[src/rtl/controller_multi_cycle.sv]
// rtl/controller_multi_cycle.sv - multi-cycle RV32I control FSM (optional MemReady handshake via MEM_READY_EN)
module controller_multi_cycle #(
    parameter int STATE_W = 4
) (
    input  logic               clk,
    input  logic               reset,
    input  logic [6:0]         op,
    input  logic [2:0]         funct3,
    input  logic               funct7b5,
    input  logic               Zero,
`ifdef MEM_READY_EN
    input  logic               MemReady,
`endif
    output logic               PCWrite,
    output logic               AdrSrc,
    output logic               MemWrite,
    output logic               IRWrite,
    output logic [1:0]         ResultSrc,
    output logic [1:0]         ALUSrcA,
    output logic [1:0]         ALUSrcB,
    output logic               RegWrite,
    output logic [2:0]         ImmSrc,
    output logic [2:0]         ALUControl,
    output logic               Illegal,
    output logic [STATE_W-1:0] State
);

    localparam logic [STATE_W-1:0] S_FETCH    = STATE_W'(0);
    localparam logic [STATE_W-1:0] S_DECODE   = STATE_W'(1);
    localparam logic [STATE_W-1:0] S_MEMADR   = STATE_W'(2);
    localparam logic [STATE_W-1:0] S_MEMREAD  = STATE_W'(3);
    localparam logic [STATE_W-1:0] S_MEMWB    = STATE_W'(4);
    localparam logic [STATE_W-1:0] S_MEMWRITE = STATE_W'(5);
    localparam logic [STATE_W-1:0] S_EXECR    = STATE_W'(6);
    localparam logic [STATE_W-1:0] S_EXECI    = STATE_W'(7);
    localparam logic [STATE_W-1:0] S_ALUWB    = STATE_W'(8);
    localparam logic [STATE_W-1:0] S_BRANCH   = STATE_W'(9);
    localparam logic [STATE_W-1:0] S_JAL      = STATE_W'(10);

    localparam logic [2:0] ALU_ADD = 3'b000;
    localparam logic [2:0] ALU_SUB = 3'b001;
    localparam logic [2:0] ALU_AND = 3'b010;
    localparam logic [2:0] ALU_OR  = 3'b011;
    localparam logic [2:0] ALU_SLT = 3'b101;

    logic [STATE_W-1:0] state;
    logic [STATE_W-1:0] state_n;
    logic [STATE_W-1:0] out_state;
    logic [2:0]         alu_dec;
    logic               mem_rdy;

`ifdef MEM_READY_EN
    assign mem_rdy = MemReady;
`else
    assign mem_rdy = 1'b1;
`endif

    assign State = state;

    // State register; reset always wins, including over a memory wait
    always_ff @(posedge clk) begin
        if (reset) begin
            state <= S_FETCH;
        end else begin
            state <= state_n;
        end
    end

    // Next-state: memory states hold until the memory is ready, unknown encodings recover to FETCH
    always_comb begin
        state_n = S_FETCH;
        case (state)
            S_FETCH:    state_n = mem_rdy ? S_DECODE : S_FETCH;
            S_DECODE: begin
                case (op)
                    7'b0000011, 7'b0100011: state_n = S_MEMADR;
                    7'b0110011:             state_n = S_EXECR;
                    7'b0010011:             state_n = S_EXECI;
                    7'b1100011:             state_n = S_BRANCH;
                    7'b1101111:             state_n = S_JAL;
                    default:                state_n = S_FETCH;
                endcase
            end
            S_MEMADR:   state_n = op[5] ? S_MEMWRITE : S_MEMREAD;
            S_MEMREAD:  state_n = mem_rdy ? S_MEMWB : S_MEMREAD;
            S_MEMWB:    state_n = S_FETCH;
            S_MEMWRITE: state_n = mem_rdy ? S_FETCH : S_MEMWRITE;
            S_EXECR:    state_n = S_ALUWB;
            S_EXECI:    state_n = S_ALUWB;
            S_ALUWB:    state_n = S_FETCH;
            S_BRANCH:   state_n = S_FETCH;
            S_JAL:      state_n = S_ALUWB;
            default:    state_n = S_FETCH;
        endcase
    end

    // ALU operation for R/I-type; subtract only exists for R-type with funct7[5] set
    always_comb begin
        case (funct3)
            3'b000:  alu_dec = (op[5] & funct7b5) ? ALU_SUB : ALU_ADD;
            3'b010:  alu_dec = ALU_SLT;
            3'b110:  alu_dec = ALU_OR;
            3'b111:  alu_dec = ALU_AND;
            default: alu_dec = ALU_ADD;
        endcase
    end

    // Per-state outputs; during reset the selects show FETCH and every strobe is suppressed
    always_comb begin
        out_state  = reset ? S_FETCH : state;
        PCWrite    = 1'b0;
        AdrSrc     = 1'b0;
        MemWrite   = 1'b0;
        IRWrite    = 1'b0;
        ResultSrc  = 2'b00;
        ALUSrcA    = 2'b00;
        ALUSrcB    = 2'b00;
        RegWrite   = 1'b0;
        ImmSrc     = 3'b000;
        ALUControl = ALU_ADD;
        Illegal    = 1'b0;
        case (out_state)
            S_FETCH: begin
                ALUSrcB   = 2'b10;
                ResultSrc = 2'b10;
                PCWrite   = mem_rdy;
                IRWrite   = mem_rdy;
            end
            S_DECODE: begin
                ALUSrcA = 2'b01;
                ALUSrcB = 2'b01;
                ImmSrc  = 3'b010;
                case (op)
                    7'b0000011, 7'b0100011, 7'b0110011,
                    7'b0010011, 7'b1100011, 7'b1101111: Illegal = 1'b0;
                    default:                            Illegal = 1'b1;
                endcase
            end
            S_MEMADR: begin
                ALUSrcA = 2'b10;
                ALUSrcB = 2'b01;
                ImmSrc  = op[5] ? 3'b001 : 3'b000;
            end
            S_MEMREAD: begin
                AdrSrc = 1'b1;
            end
            S_MEMWB: begin
                ResultSrc = 2'b01;
                RegWrite  = 1'b1;
            end
            S_MEMWRITE: begin
                AdrSrc   = 1'b1;
                MemWrite = mem_rdy;
            end
            S_EXECR: begin
                ALUSrcA    = 2'b10;
                ALUControl = alu_dec;
            end
            S_EXECI: begin
                ALUSrcA    = 2'b10;
                ALUSrcB    = 2'b01;
                ALUControl = alu_dec;
            end
            S_ALUWB: begin
                RegWrite = 1'b1;
            end
            S_BRANCH: begin
                ALUSrcA    = 2'b10;
                ALUControl = ALU_SUB;
                case (funct3)
                    3'b000:  PCWrite = Zero;
                    3'b001:  PCWrite = ~Zero;
                    default: PCWrite = 1'b0;
                endcase
            end
            S_JAL: begin
                ALUSrcA = 2'b01;
                ALUSrcB = 2'b10;
                ImmSrc  = 3'b011;
                PCWrite = 1'b1;
            end
            default: begin
            end
        endcase
        if (reset) begin
            PCWrite  = 1'b0;
            IRWrite  = 1'b0;
            MemWrite = 1'b0;
            RegWrite = 1'b0;
            Illegal  = 1'b0;
        end
    end

endmodule
[config.mk]
export PLATFORM = sky130hd
export DESIGN_NAME = controller_multi_cycle
export DESIGN_NICKNAME = d
export VERILOG_FILES = /design/src/rtl/controller_multi_cycle.sv
export SDC_FILE = /design/constraint.sdc
export NUM_CORES = 1
export LEC_CHECK = 0
export CORE_ASPECT_RATIO = 1.1
export CORE_UTILIZATION = 38
export CTS_CLUSTER_SIZE = 10
export DETAILED_ROUTE_END_ITERATION = 16
export GPL_TIMING_DRIVEN = 0
export PLACE_DENSITY_LB_ADDON = 0.12
export SLEW_MARGIN = 30
export SYNTH_ARGS = -nofsm -noshare
export SYNTH_HDL_FRONTEND = slang
export SYNTH_SLANG_ARGS = --single-unit
export TNS_END_PERCENT = 100
[constraint.sdc]
create_clock -name clk -period 1.8 [get_ports clk]
set_clock_uncertainty 0.15 [all_clocks]
set_input_delay 0.27 -clock clk [delete_from_list [all_inputs] [get_ports clk]]
set_output_delay 0.27 -clock clk [all_outputs]
set_load 0.05 [all_outputs]
==> impl_results.html, run 1 <==
<table>
<tr><th>Metric</th><th>Value</th></tr>
<tr><th colspan="2">Floorplan</th></tr>
<tr><td>Starting density of the core</td><td>a little over two fifths</td></tr>
<tr><td>Io pins</td><td>36</td></tr>
<tr><td>Horizontal die dimension</td><td>between 30 and 40 um</td></tr>
<tr><td>Number of core rows</td><td>14</td></tr>
<tr><td>Overall die height</td><td>roughly 43 um</td></tr>
<tr><th colspan="2">Synthesis</th></tr>
<tr><td>Avg Cell Area, Syn</td><td>approximately 6.8 um^2</td></tr>
<tr><td>EDFF count, synth</td><td>0</td></tr>
<tr><td>Synthesized instance count</td><td>85</td></tr>
<tr><td>Netlist area before placement</td><td>577 um^2</td></tr>
<tr><td>Yosys Warn Count</td><td>0</td></tr>
<tr><td>Number of register bits inferred by synthesis</td><td>4</td></tr>
<tr><td>Synth unique cells</td><td>37</td></tr>
<tr><td>Sequential-to-total area share from yosys stat</td><td>13.9%</td></tr>
<tr><td>Main flop type after synthesis</td><td>sky130_fd_sc_hd__dfxtp_1</td></tr>
<tr><td>Number of nets produced by synthesis</td><td>99</td></tr>
<tr><td>Fraction of registers with async set/reset</td><td>0%</td></tr>
<tr><th colspan="2">Run status</th></tr>
<tr><td>Run status</td><td>stopped before the end</td></tr>
<tr><td>Last step reached</td><td>global routing</td></tr>
<tr><td>First Err</td><td>[ERROR DPL-0033] detailed placement checks failed during check placement.</td></tr>
<tr><th colspan="2">Clock tree</th></tr>
<tr><td>Total clock sinks</td><td>4</td></tr>
<tr><td>Hold-fix buffer count after cts</td><td>0</td></tr>
<tr><td>CTS H-tree depth</td><td>1</td></tr>
<tr><td>Maximum number of buffers from clock root to sink</td><td>2</td></tr>
<tr><td>Cell at the root of the clock tree</td><td>sky130_fd_sc_hd__clkbuf_4</td></tr>
<tr><td>Clock buffers created by TritonCTS</td><td>3</td></tr>
<tr><th colspan="2">Place</th></tr>
<tr><td>DPL Wire Length</td><td>1570 um</td></tr>
<tr><td>Quantity of I/O buffers inserted on ports</td><td>33</td></tr>
<tr><td>Routability-driven placement congestion ratio</td><td>~0.84</td></tr>
<tr><th colspan="2">Timing</th></tr>
<tr><td>Post-GRT worst EP</td><td>PCWrite</td></tr>
<tr><td>Type of the worst endpoint after the last repair</td><td>primary output</td></tr>
<tr><th colspan="2">Global route</th></tr>
<tr><td>Maximum number of pins on one net before global-route repair</td><td>11</td></tr>
<tr><td>Number of antenna violations at the first check in global routing</td><td>0</td></tr>
</table>
-- cell usage after synthesis, drive strengths merged, types with 2 or more instances --
library cell,n,area [um^2]
a2111oi,2,30.0
inv,6,22.5
nand2,10,37.5
dfxtp,4,80.1
and3b,2,17.5
buf,7,52.5
nor3,6,30.0
nor2,8,30.0
nor2b,3,18.8
xnor2,2,17.5
a21oi,7,35.0
nor3b,2,15.0
nor4,2,12.5
and2,3,18.8
-- through the flow --
stage          hold WS [ps]  area (um^2)  std cells  setup TNS (ps)  setup WS [ps]
2_1_floorplan           257          782         85            -384          -97.3
3_3_place_gp            423         1130        134           -8330           -929
3_5_place_dp            416         1130        134           -8610           -937
4_1_cts                 307         1210        142            -826           -211
-- what timing repair did --
item	4_1_cts
pin swaps	6
endpoints found under the setup margin	20
setup buffers	5
gates cloned	0
gates resized for setup	131
-- kinds of logic after synthesis --
| group | after synthesis | synth area share (%) |
|---|---|---|
| other | 1 | 0.650 |
| flip-flops | 4 | 13.9 |
| AND/OR/NAND/NOR | 45 | 43.0 |
| buffers and inverters | 13 | 13.0 |
| AO/OA/AOI/OAI | 19 | 24.9 |
| XOR/XNOR | 3 | 4.56 |
==> inputs of run 2 (changes only) <==
--- a/config.mk
+++ b/config.mk
@@ -5,12 +5,11 @@
 export SDC_FILE = /design/constraint.sdc
 export NUM_CORES = 1
 export LEC_CHECK = 0
-export CORE_ASPECT_RATIO = 1.1
-export CORE_UTILIZATION = 38
-export CTS_CLUSTER_SIZE = 10
+export CORE_AREA = 2 2 63 65
 export DETAILED_ROUTE_END_ITERATION = 16
+export DIE_AREA = 0 0 65 67
 export GPL_TIMING_DRIVEN = 0
-export PLACE_DENSITY_LB_ADDON = 0.12
+export PLACE_DENSITY_LB_ADDON = 0.15
 export SLEW_MARGIN = 30
 export SYNTH_ARGS = -nofsm -noshare
 export SYNTH_HDL_FRONTEND = slang
==> impl_results.html, run 2 <==
<table>
<tr><th>Metric</th><th>Value</th></tr>
<tr><th colspan="2">Run status</th></tr>
<tr><td>Run status</td><td>finished with violations</td></tr>
<tr><td>Violated checks</td><td>setup timing</td></tr>
<tr><th colspan="2">Floorplan</th></tr>
<tr><td>Die area</td><td>about 0.0044 mm^2</td></tr>
<tr><td>Io pins</td><td>36 (unchanged)</td></tr>
<tr><td>Std-Cell Core Area</td><td>between 0.003 and 0.004 mm^2</td></tr>
<tr><td>Overall die height</td><td>67 um (+56%)</td></tr>
<tr><td>Horizontal die dimension</td><td>65 um (+66%)</td></tr>
<tr><td>Number of core rows</td><td>22 (+8)</td></tr>
<tr><td>Starting density of the core</td><td>16.0% (-26 points)</td></tr>
<tr><th colspan="2">Pwr</th></tr>
<tr><td>Worst ir drop on vdd</td><td>roughly 190 uV</td></tr>
<tr><td>Part of the total power dissipated in combinational logic</td><td>around 44%</td></tr>
<tr><td>Reported leakage power</td><td>between 0.5 and 0.6 nW</td></tr>
<tr><td>Portion of total power attributed to the clock network</td><td>37.8%</td></tr>
<tr><td>Power Dens Cells</td><td>roughly 340 mW/mm^2</td></tr>
<tr><td>NetSw</td><td>0.178 mW</td></tr>
<tr><td>Part of the power in registers</td><td>18.4%</td></tr>
<tr><td>Internal power</td><td>roughly 0.32 mW</td></tr>
<tr><td>Switching share of power</td><td>roughly 36%</td></tr>
<tr><th colspan="2">Global route</th></tr>
<tr><td>Number of global-route vias before repair</td><td>787</td></tr>
<tr><td>Maximum number of pins on one net before global-route repair</td><td>11</td></tr>
<tr><td>Number of antenna violations at the first check in global routing</td><td>0</td></tr>
<tr><td>Wire length of the first global-routing pass</td><td>about 3700 um</td></tr>
<tr><td>GRT Total Usage</td><td>between 10% and 20%</td></tr>
<tr><td>Remaining global-route overflow</td><td>0</td></tr>
<tr><th colspan="2">Place</th></tr>
<tr><td>Quantity of I/O buffers inserted on ports</td><td>33 (unchanged)</td></tr>
<tr><td>DPL Wire Length</td><td>1680 um (+7.0%)</td></tr>
<tr><td>Count of placed standard cells including taps</td><td>166 (+24%)</td></tr>
<tr><td>Routability-driven placement congestion ratio</td><td>0.762 (-9.7%)</td></tr>
<tr><td>Instance area after placement</td><td>0.00117 mm^2 (+3.5%)</td></tr>
<tr><th colspan="2">Clock tree</th></tr>
<tr><td>Total clock sinks</td><td>4 (unchanged)</td></tr>
<tr><td>CTS tree</td><td>done</td></tr>
<tr><td>Clock edge transition at the registers on the reported setup and hold paths</td><td>about 30 ps</td></tr>
<tr><td>Maximum number of buffers from clock root to sink</td><td>2 (unchanged)</td></tr>
<tr><td>Cell at the root of the clock tree</td><td>sky130_fd_sc_hd__clkbuf_8</td></tr>
<tr><td>CTS H-tree depth</td><td>1 (unchanged)</td></tr>
<tr><td>Clock buffers created by TritonCTS</td><td>3 (unchanged)</td></tr>
<tr><td>Clock latency reported for the late side of the worst-skew pair</td><td>220 ps</td></tr>
<tr><th colspan="2">Critical path</th></tr>
<tr><td>Setup slack on the worst flop-to-flop path</td><td>290 ps</td></tr>
<tr><td>Length in cells of the worst reg-to-reg path</td><td>4</td></tr>
<tr><td>Type of destination of the critical path</td><td>primary output</td></tr>
<tr><td>Buffering stage count on the worst path with inverters included</td><td>5</td></tr>
<tr><td>Worst-path fanout max</td><td>5</td></tr>
<tr><td>Worst setup SP type</td><td>register</td></tr>
<tr><td>Cell type group with the largest total delay on the critical path</td><td>buffers and inverters</td></tr>
<tr><td>Critical path data required time</td><td>1380 ps</td></tr>
<tr><td>Endpoint of the lowest-slack register-to-register path</td><td>State[1]</td></tr>
<tr><td>Crit path arrival time</td><td>roughly 1500 ps</td></tr>
<tr><td>Cell breakdown of the critical path</td><td>buf_8 -&gt; buf_12 -&gt; buf_12 -&gt; buf_6 -&gt; nor4b_4 -&gt; buf_6</td></tr>
<tr><td>Slowest cell on the critical path</td><td>sky130_fd_sc_hd__dfxtp_4</td></tr>
<tr><td>Type of the worst setup path</td><td>register to primary output</td></tr>
<tr><td>Worst R2R Start</td><td>State[3]</td></tr>
<tr><td>Slowest Stage Delay on Critical Path</td><td>330 ps</td></tr>
<tr><th colspan="2">Drt</th></tr>
<tr><td>Post-detailed-route wirelength per cell</td><td>12.7 um</td></tr>
<tr><td>Met2 routed wirelength</td><td>between 1000 and 1500 um</td></tr>
<tr><td>Wire length the detailed router placed on met1</td><td>a little under 1000 um</td></tr>
<tr><td>Routed length on met3</td><td>around 97 um</td></tr>
<tr><td>Initial drt markers</td><td>16</td></tr>
<tr><td>Via count</td><td>between 700 and 800</td></tr>
<tr><td>DR pass1 iterations</td><td>4</td></tr>
<tr><td>Routed wire length</td><td>~2300 um</td></tr>
<tr><td>Via count normalized by instance count</td><td>between 4 and 5</td></tr>
<tr><td>Remaining number of nets flagged by the antenna check after routing</td><td>0</td></tr>
<tr><td>DR DRC count</td><td>0</td></tr>
<tr><td>Uppermost signal routing layer after detailed routing</td><td>met4</td></tr>
<tr><th colspan="2">Timing</th></tr>
<tr><td>Worst Setup Slack, final</td><td>-125 ps</td></tr>
<tr><td>Total negative slack for setup checks</td><td>-821 ps</td></tr>
<tr><td>Transition time of the tightest slew-check pin</td><td>498 ps</td></tr>
<tr><td>Final Hold Fails</td><td>0</td></tr>
<tr><td>Fin. max-slew vios</td><td>0</td></tr>
<tr><td>Setup-failing EPs final</td><td>10</td></tr>
<tr><td>Rel. slew slack</td><td>about two thirds</td></tr>
<tr><td>Final period demand of the worst path</td><td>1920 ps</td></tr>
<tr><td>WHS</td><td>around 330 ps</td></tr>
<tr><td>Share of the cycle needed by the critical path after routing</td><td>107%</td></tr>
<tr><td>Setup repair after global routing missed its margin</td><td>true</td></tr>
<tr><td>Highest Clock Rate</td><td>about 520 MHz</td></tr>
<tr><th colspan="2">Synthesis</th></tr>
<tr><td>Largest cells by area after synthesis</td><td>sky130_fd_sc_hd__dfxtp_1, sky130_fd_sc_hd__nand2_1, sky130_fd_sc_hd__a21oi_1, sky130_fd_sc_hd__nor3_1, sky130_fd_sc_hd__a2111oi_2</td></tr>
<tr><td>Top cell type by total area after synthesis</td><td>sky130_fd_sc_hd__dfxtp_1</td></tr>
<tr><td>Synthesized instance count</td><td>85 (unchanged)</td></tr>
<tr><td>Number of register bits inferred by synthesis</td><td>4 (unchanged)</td></tr>
<tr><td>Yosys Warn Count</td><td>0 (unchanged)</td></tr>
<tr><td>Sequential-to-total area share from yosys stat</td><td>13.9% (unchanged)</td></tr>
<tr><td>Number of nets produced by synthesis</td><td>99 (unchanged)</td></tr>
<tr><td>Main flop type after synthesis</td><td>sky130_fd_sc_hd__dfxtp_1</td></tr>
<tr><td>Avg Cell Area, Syn</td><td>6.79 um^2 (unchanged)</td></tr>
<tr><td>EDFF count, synth</td><td>0 (unchanged)</td></tr>
<tr><td>Synth unique cells</td><td>37 (unchanged)</td></tr>
<tr><td>Area share of the largest cell type after synthesis</td><td>13.9% (unchanged)</td></tr>
<tr><td>Netlist area before placement</td><td>577 um^2 (unchanged)</td></tr>
<tr><td>Commonest cells in the synthesized netlist</td><td>sky130_fd_sc_hd__nand2_1, sky130_fd_sc_hd__nor2_1, sky130_fd_sc_hd__a21oi_1</td></tr>
<tr><td>Count leader, synth</td><td>sky130_fd_sc_hd__nand2_1</td></tr>
<tr><td>Fraction of registers with async set/reset</td><td>0% (unchanged)</td></tr>
<tr><th colspan="2">Cells and area</th></tr>
<tr><td>Antenna diode instance count</td><td>0</td></tr>
<tr><td>Finished Core Util</td><td>between 30% and 40%</td></tr>
<tr><td>Final instance area</td><td>around 0.0014 mm^2</td></tr>
<tr><td>Commonest non-fill, non-tap cell in the layout</td><td>sky130_fd_sc_hd__buf_6</td></tr>
<tr><td>Share of post-route cells with drive strength above 1</td><td>a little under three fifths</td></tr>
<tr><td>Post-layout net count</td><td>about 150</td></tr>
<tr><td>Filler cell count in the final layout</td><td>367</td></tr>
<tr><td>Final cell count without fillers</td><td>180</td></tr>
<tr><td>Commonest cells after routing, fill and taps aside</td><td>sky130_fd_sc_hd__buf_6, sky130_fd_sc_hd__dlygate4sd2_1, sky130_fd_sc_hd__nand2_1</td></tr>
<tr><td>Growth of design area from synthesis to finish</td><td>149%</td></tr>
<tr><td>Max reg flops</td><td>4</td></tr>
<tr><th colspan="2">Hold path</th></tr>
<tr><td>Hold wc startpoint</td><td>op[4]</td></tr>
<tr><td>Path class of the lowest-slack min-delay path</td><td>input pin to register</td></tr>
<tr><td>Worst Hold Path Cells</td><td>3</td></tr>
<tr><td>Worst Hold Endpoint</td><td>State[2]</td></tr>
<tr><th colspan="2">Job</th></tr>
<tr><td>Max-capacitance violation count</td><td>0</td></tr>
</table>
[run 2: cell type report]
type	instances	area [um^2]	area share, %
tap	48	60.1	4.18
inverter	6	22.5	1.57
timing repair buffer	44	455	31.7
clock buffer	3	41.3	2.87
sequential	4	95.1	6.61
multi-input combinational	68	673	46.8
buffer	7	90.1	6.27
[run 2: what timing repair did]
item	4_1_cts	5_1_grt
buffers inserted	5	5
gates resized for setup	123	27
pin swaps	6	8
hold buffers	0	0
cloned	0	1
hold endpoints to repair	0	0
endpoints found under the setup margin	19	14
[run 2: how the worst max path moves through the flow]
stage | slack (ps) | start | depth (start not counted) | endpoint
6_report | -120 | State[3] | 6 | AdrSrc
5_1_grt | -180 | State[3] | 6 | ALUControl[0]
4_1_cts | -150 | State[1] | 4 | PCWrite
3_5_place_dp | -990 | funct3[0] | 5 | PCWrite
3_3_place_gp | -970 | funct3[0] | 5 | PCWrite
2_1_floorplan | -100 | State[1] | 3 | PCWrite
[run 2: power groups by stage]
stage | clock (mW) | sequential (mW) | combinational (mW)
final | 0.187 | 0.0912 | 0.217
after global routing | 0.201 | 0.0916 | 0.232
after floorplan | 0 | 0.0981 | 0.124
after CTS | 0.191 | 0.0904 | 0.204
after global placement | 0 | 0.0919 | 0.201
after detailed placement | 0 | 0.0915 | 0.202
[run 2: metrics by stage]
stage / setup WS, ps / total power, mW
6_report: -125 / 0.495
3_5_place_dp: -992 / 0.294
2_1_floorplan: -97.3 / 0.222
3_3_place_gp: -971 / 0.293
5_1_grt: -184 / 0.524
4_1_cts: -149 / 0.485
[run 2: tightest hold or removal path: stages]
cell                            delay (ps)
sky130_fd_sc_hd__dlygate4sd2_1         250
sky130_fd_sc_hd__nand4_1                70
sky130_fd_sc_hd__a21oi_1                60
[run 2: layer usage]
metal	up-vias	GRT usage (%)
li1	402	-
met1	364	13.8
met2	22	18.8
met3	4	1.01
met4	0	4.79
met5	-	0
[run 2: cells by family after synthesis]
group,count (synthesis),share of synthesized area (%)
simple gates,45,43.0
buf+inv,13,13.0
other cells,1,0.650
compound gates,19,24.9
flops,4,13.9
xor+xnor,3,4.56
Note: power is estimated with default switching activity, not from simulation.
==> inputs of run 3 (changes only) <==
--- a/config.mk
+++ b/config.mk
@@ -6,6 +6,7 @@
 export NUM_CORES = 1
 export LEC_CHECK = 0
 export CORE_AREA = 2 2 63 65
+export CTS_CLUSTER_DIAMETER = 40
 export DETAILED_ROUTE_END_ITERATION = 16
 export DIE_AREA = 0 0 65 67
 export GPL_TIMING_DRIVEN = 0
==> results of run 3 <==
No change in the layout: final DEF, timing and power equal those of run 2.
==> RTL edit 1, RTL diff (settings of run 2) <==
Add a define of `MEM_READY_EN`.
--- a/src/rtl/controller_multi_cycle.sv
+++ b/src/rtl/controller_multi_cycle.sv
@@ -1,3 +1,5 @@
 // rtl/controller_multi_cycle.sv - multi-cycle RV32I control FSM (optional MemReady handshake via MEM_READY_EN)
+`define MEM_READY_EN
+
 module controller_multi_cycle #(
     parameter int STATE_W = 4
Interface: changed (added MemReady); port bits go from 36 to 37. The function was not compared with the original's and may differ.
==> RTL edit 1 against run 2 <==
  * The flow still finishes with violations (negative setup slack)
  * Sequential cell count unchanged
  * Worst setup slack worse by 96 ps
  * Final area up 12%
  * Utilization up 4.8 points
  * Wire length up 20%
  * Area after synthesis up 12%
  * Total power down 1.0%
  * Synthesized cell count up 13%
==> RTL edit 1: results (changes against run 2) <==
min_path_type: "input port to register"  # unchanged
synthArstFlopShare: 0  # unchanged
clkTransAtPathRegs_ps: 30  # about the same
synthCells: 96  # was 85
largest_reg_flops: 4  # unchanged
yosys.cell_types.count: 39  # was 37
dr.pass1.iters: 6  # was 4
status: "finished, violations left"  # unchanged
violations: "negative setup slack"  # unchanged
hp-start: "op[2]"  # was op[4]
first_iter_violations: 32  # was 16
antenna_found_initial: 0  # unchanged
avgViaCountPerCell: 4.795  # was 4.400
cts-buffers-inserted: 3  # unchanged
cts.path.max_buffers: 2  # unchanged
cts_root_buf: "clkbuf_8"  # unchanged
synth.area.top_cells: "dfxtp_1 12%, nor2_1 6.4%, a21oi_1 6.2%"  # was dfxtp_1 14%, nand2_1 6.5%, a21oi_1 6.1%
grtUsageTotal: 0.1249  # was 0.1094
portBuffers: 35  # was 33
dp_hpwl_mm: 1.850  # was 1.679 mm
ir_drop_v: 0.0001576  # was 0.0001888 V
ys_seq_area_frac: 0.1238  # was 0.1388
fillers: 373  # was 367
num_vias: 983  # was 792
clock_latency_ps: 210
cellLeakagePower_nw: 0.6901  # was 0.5891 nW
wl_per_cell_um: 13.40  # was 12.73 um
gp_congestion: 0.7629  # was 0.7620
hold_violations: 0  # unchanged
grt_max_degree: 11  # unchanged
synth_nets: 111  # was 99
dp_cells: 179  # was 166
drive_gt1_frac: 0.5669  # was 0.5530
htreeDepth: 1  # unchanged
critPathLaunch: "Zero"  # was State[3]$_SDFF_PP0_
fin_nets: 174  # was 148
drc: 0  # unchanged
place_ws_ps: -1219  # was -991.8 ps
setup_viol: 13  # was 10
grt_pass1_wl_mm: 4.284  # was 3.691 mm
ys_warn_count: 0  # unchanged
ys_top_cells_by_count: "11 x nor2_1, 10 x nand2_1, 8 x a21oi_1, 5 x o21ai_0"  # was 10 x nand2_1, 8 x nor2_1, 7 x a21oi_1, 6 x inv_1, 6 x nor3_1
reg2reg_from: "State[3]$_SDFF_PP0_"  # unchanged
worst_slack_ps: -220.5  # was -124.5 ps
crit_path_max_fanout: 1  # was 5
first_global_vias: 887  # was 787
cp.arrival_ps: 1600  # was 1500 ps
diodes: 0  # unchanged
maxSlewHeadroom: 0.6584  # was 0.6673
==> RTL edit 1: cell count changes after synthesis, sizes merged, moves of 3 or more <==
cell,change
nand3,+3
a31oi,+3
nor2b,-3
nor2,+3
o21ai,+4
==> RTL edit 1: final cells by class <==
class / count / area [um2] / share of cell area
Tap cell: 48 / 60.06 / 0.03727
Buffer: 6 / 86.33 / 0.05357
Clock buffer: 3 / 41.29 / 0.02562
Sequential cell: 4 / 95.09 / 0.05901
Inverter: 4 / 18.77 / 0.01165
Timing Repair Buffer: 59 / 584.3 / 0.3626
Multi-Input combinational cell: 81 / 725.7 / 0.4503
==> RTL edit 1: per-layer routing <==
layer,global-route usage,vias to the layer above,part of all wire
met5,0,-,0
met4,0.02660,0,0.00073
met3,0.02365,2,0.051
met2,0.2178,35,0.51
met1,0.1590,474,0.43
li1,-,472,-
==> RTL edit 1: kinds of logic (layout without fill, tap and decap cells) <==
kind of cell,count (synthesis),count (layout),share of synthesized area
XOR/XNOR,5,5,0.06771
multiplexers,1,1,0.01547
flip-flops,4,4,0.1238
buffers and inverters,11,72,0.1025
other,1,1,0.005797
AO/OA/AOI/OAI,26,26,0.2572
AND/OR/NAND/NOR,48,48,0.4275
==> RTL edit 1: stage by stage <==
| step | util | area (um2) | setup TNS [ps] |
|---|---|---|---|
| finish | 0.4469 | 1612 | -1144 |
| global placement | 0.3362 | 1212 | -16140 |
| floorplan | - | 802.0 | -260.0 |
| global route | 0.4469 | 1612 | -1726 |
| CTS | 0.3942 | 1421 | -959.2 |
| detailed placement | 0.3362 | 1212 | -15810 |
==> RTL edit 1: final timing paths <==
kind | end | slack (ps) | cells past startpoint
worst min-delay path | State[0]$_SDFF_PP0_ | 310 | 4
worst min register to register | State[0]$_SDFF_PP0_ | 530 | 4
worst max-delay path | PCWrite | -220 | 6
worst max register to register | State[2]$_SDFF_PP0_ | 140 | 5
==> RTL edit 1: critical path: stages <==
cell and delay (ps):
clkdlybuf4s50_1 480, xor2_1 140, nand2_1 80, nor4_2 240, o211a_4 200, buf_4 180
==> RTL edit 1: where the power goes <==
part | internal (mW) | switching (mW) | total (mW) | leakage, nW
logic | 0.0933 | 0.119 | 0.212 | 0.633
clock network | 0.142 | 0.0435 | 0.186 | 0.0216
registers | 0.0864 | 0.00547 | 0.0918 | 0.0355
==> RTL edit 1: repair_timing <==
| action | 4_1_cts | 5_1_grt |
|---|---|---|
| pin swaps | 6 | 7 |
| endpoints found under the setup margin | 19 | 18 |
| gates resized for setup | 129 | 37 |
| gates cloned | 1 | 0 |
| setup buffers | 14 | 9 |
==> RTL edit 2, RTL diff (settings of run 2) <==
Without the edit above. Register the inputs `op`, `funct3`, `funct7b5` and `Zero` before use, with the module's reset. The logic sees them one clock later.
--- a/src/rtl/controller_multi_cycle.sv
+++ b/src/rtl/controller_multi_cycle.sv
@@ -44,4 +44,23 @@
     localparam logic [2:0] ALU_SLT = 3'b101;
 
+    logic [6:0] op_q;
+    logic [2:0] funct3_q;
+    logic funct7b5_q;
+    logic Zero_q;
+
+    always_ff @(posedge clk) begin
+        if (reset) begin
+            op_q       <= '0;
+            funct3_q   <= '0;
+            funct7b5_q <= '0;
+            Zero_q     <= '0;
+        end else begin
+            op_q       <= op;
+            funct3_q   <= funct3;
+            funct7b5_q <= funct7b5;
+            Zero_q     <= Zero;
+        end
+    end
+
     logic [STATE_W-1:0] state;
     logic [STATE_W-1:0] state_n;
@@ -73,5 +92,5 @@
             S_FETCH:    state_n = mem_rdy ? S_DECODE : S_FETCH;
             S_DECODE: begin
-                case (op)
+                case (op_q)
                     7'b0000011, 7'b0100011: state_n = S_MEMADR;
                     7'b0110011:             state_n = S_EXECR;
@@ -82,5 +101,5 @@
                 endcase
             end
-            S_MEMADR:   state_n = op[5] ? S_MEMWRITE : S_MEMREAD;
+            S_MEMADR:   state_n = op_q[5] ? S_MEMWRITE : S_MEMREAD;
             S_MEMREAD:  state_n = mem_rdy ? S_MEMWB : S_MEMREAD;
             S_MEMWB:    state_n = S_FETCH;
@@ -97,6 +116,6 @@
     // ALU operation for R/I-type; subtract only exists for R-type with funct7[5] set
     always_comb begin
-        case (funct3)
-            3'b000:  alu_dec = (op[5] & funct7b5) ? ALU_SUB : ALU_ADD;
+        case (funct3_q)
+            3'b000:  alu_dec = (op_q[5] & funct7b5_q) ? ALU_SUB : ALU_ADD;
             3'b010:  alu_dec = ALU_SLT;
             3'b110:  alu_dec = ALU_OR;
@@ -131,5 +150,5 @@
                 ALUSrcB = 2'b01;
                 ImmSrc  = 3'b010;
-                case (op)
+                case (op_q)
                     7'b0000011, 7'b0100011, 7'b0110011,
                     7'b0010011, 7'b1100011, 7'b1101111: Illegal = 1'b0;
@@ -140,5 +159,5 @@
                 ALUSrcA = 2'b10;
                 ALUSrcB = 2'b01;
-                ImmSrc  = op[5] ? 3'b001 : 3'b000;
+                ImmSrc  = op_q[5] ? 3'b001 : 3'b000;
             end
             S_MEMREAD: begin
@@ -168,7 +187,7 @@
                 ALUSrcA    = 2'b10;
                 ALUControl = ALU_SUB;
-                case (funct3)
-                    3'b000:  PCWrite = Zero;
-                    3'b001:  PCWrite = ~Zero;
+                case (funct3_q)
+                    3'b000:  PCWrite = Zero_q;
+                    3'b001:  PCWrite = ~Zero_q;
                     default: PCWrite = 1'b0;
                 endcase
Check against the original RTL: not equivalent (a bounded check fails within 4 cycles, from zero or initial values and one cycle with reset high).
==> RTL edit 2 against run 2 <==
  * Sequential cell count is 12 higher
  * Final area grew 37%
  * Wire length is 28% higher
  * Worst setup slack worse by 21 ps
  * Sequential share of layout area is 11 points higher
  * Largest power group is now registers
  * The flow still finishes with violations (negative setup slack)
  * Area after synthesis increased by 52%
  * Largest cell class unchanged
  * Register-to-register slack worse by 30 ps
  * Total power up 83%
==> RTL edit 2: results (changes against run 2) <==
switching_power_uw: 262.3  # was 178.3 uW
fin_nets: 185  # was 148
critPathLaunch: "State[1]$_SDFF_PP0_"  # was State[3]$_SDFF_PP0_
finalWirelength_mm: 2.934  # was 2.291 mm
cpPeakStageDelay_ps: 430  # was 330 ps
grtUsageMet2: 0.2268  # was 0.1881
worst_slack_ps: -145.8  # was -124.5 ps
clkTransAtPathRegs_ps: 60  # was 30 ps
cellLeakagePower_nw: 0.7936  # was 0.5891 nW
synth_nets: 117  # was 99
clock_latency_ps: 240  # was 220 ps
fillers: 333  # was 367
synth.area.top_cells: "dfxtp_1 37%, nor2b_1 9.3%, xnor2_1 5.0%"  # was dfxtp_1 14%, nand2_1 6.5%, a21oi_1 6.1%
ir_drop_v: 0.0003094  # was 0.0001888 V
reg2reg_depth: 6  # was 4
critPathSlowestCell: "or4_4"  # was dfxtp_4
setup_viol: 10  # unchanged
violations: "negative setup slack"  # unchanged
ys_seq_area_frac: 0.3662  # was 0.1388
largest_reg_flops: 7  # was 4
num_vias: 999  # was 792
yosys.cell_types.count: 36  # was 37
use_met3: 0.02196  # was 0.01014
use_met1: 0.1621  # was 0.1382
hp-start: "op_q[0]$_SDFF_PP0_"  # was op[4]
crit_path_max_fanout: 6  # was 5
cp.arrival_ps: 1530  # was 1500 ps
status: "finished, violations left"  # unchanged
fin_tns_setup_ps: -647.7  # was -821.0 ps
dp_hpwl_mm: 1.855  # was 1.679 mm
drive_gt1_frac: 0.5647  # was 0.5530
min_path_type: "register to register"  # was input port to register
-- RTL edit 2: worst min-delay path by stage --
stage | cells past startpoint | slack, ps | to
after floorplan | 1 | 190 | funct3_q[0]$_SDFF_PP0_
after global placement | 2 | 350 | State[1]$_SDFF_PP0_
after detailed placement | 2 | 350 | State[1]$_SDFF_PP0_
after CTS | 2 | 360 | State[1]$_SDFF_PP0_
after global routing | 2 | 410 | State[1]$_SDFF_PP0_
final | 2 | 370 | State[1]$_SDFF_PP0_
-- RTL edit 2: cell type report --
type / instances / area, um2 / area share
clock buffer: 3 / 41.29 / 0.02103
timing repair buffer: 64 / 663.1 / 0.3378
tap: 48 / 60.06 / 0.03059
sequential: 16 / 342.8 / 0.1746
buffer: 7 / 92.59 / 0.04716
clock inverter: 1 / 3.754 / 0.001912
multi-input combinational: 78 / 755.7 / 0.3850
inverter: 1 / 3.754 / 0.001912
-- RTL edit 2: repair_timing --
item,in CTS,in global routing
gates resized for setup,136,36
pin swaps,7,14
gates cloned,0,2
buffers inserted,13,16
endpoints found under the setup margin,21,16
-- RTL edit 2: power groups by stage --
stage | Sequential, mW | Clock [mW] | Combinational [mW]
floorplan | 0.395 | 0 | 0.132
global placement | 0.392 | 0 | 0.206
detailed placement | 0.392 | 0 | 0.209
CTS | 0.384 | 0.272 | 0.234
global route | 0.390 | 0.293 | 0.272
finish | 0.388 | 0.259 | 0.258
-- RTL edit 2: worst reg2reg max path, delay by kind of cell (launching register included) --
kind	cells	cell delay [ps]
buf+inv	3	330
compound gates	1	90
simple gates	2	520
flops	1	380
-- RTL edit 2: through the flow --
step / total power, mW / std cells / instance area [um2] / hold WS (ps) / utilization
after global routing: 0.9555 / 218 / 1963 / 406.4 / 0.5444
after detailed placement: 0.6010 / 185 / 1470 / 345.4 / 0.4077
after CTS: 0.8896 / 202 / 1669 / 359.3 / 0.4629
after global placement: 0.5976 / 185 / 1470 / 354.8 / 0.4077
after floorplan: 0.5276 / 103 / 1070 / 191.6 / -
final: 0.9047 / 218 / 1963 / 373.7 / 0.5444
-- RTL edit 2: logic make-up after synthesis --
family	Yosys count	share of synthesized area
flops	16	0.3662
simple gates	53	0.3762
other cells	1	0.004288
buf+inv	9	0.05007
mux	1	0.01287
compound gates	17	0.1302
xor+xnor	6	0.06009
-- RTL edit 2: per-layer routing --
metal / up-vias / share of wire
met5: - / 0
met4: 0 / 0.011
met3: 4 / 0.035
met2: 24 / 0.55
met1: 470 / 0.40
li1: 501 / -
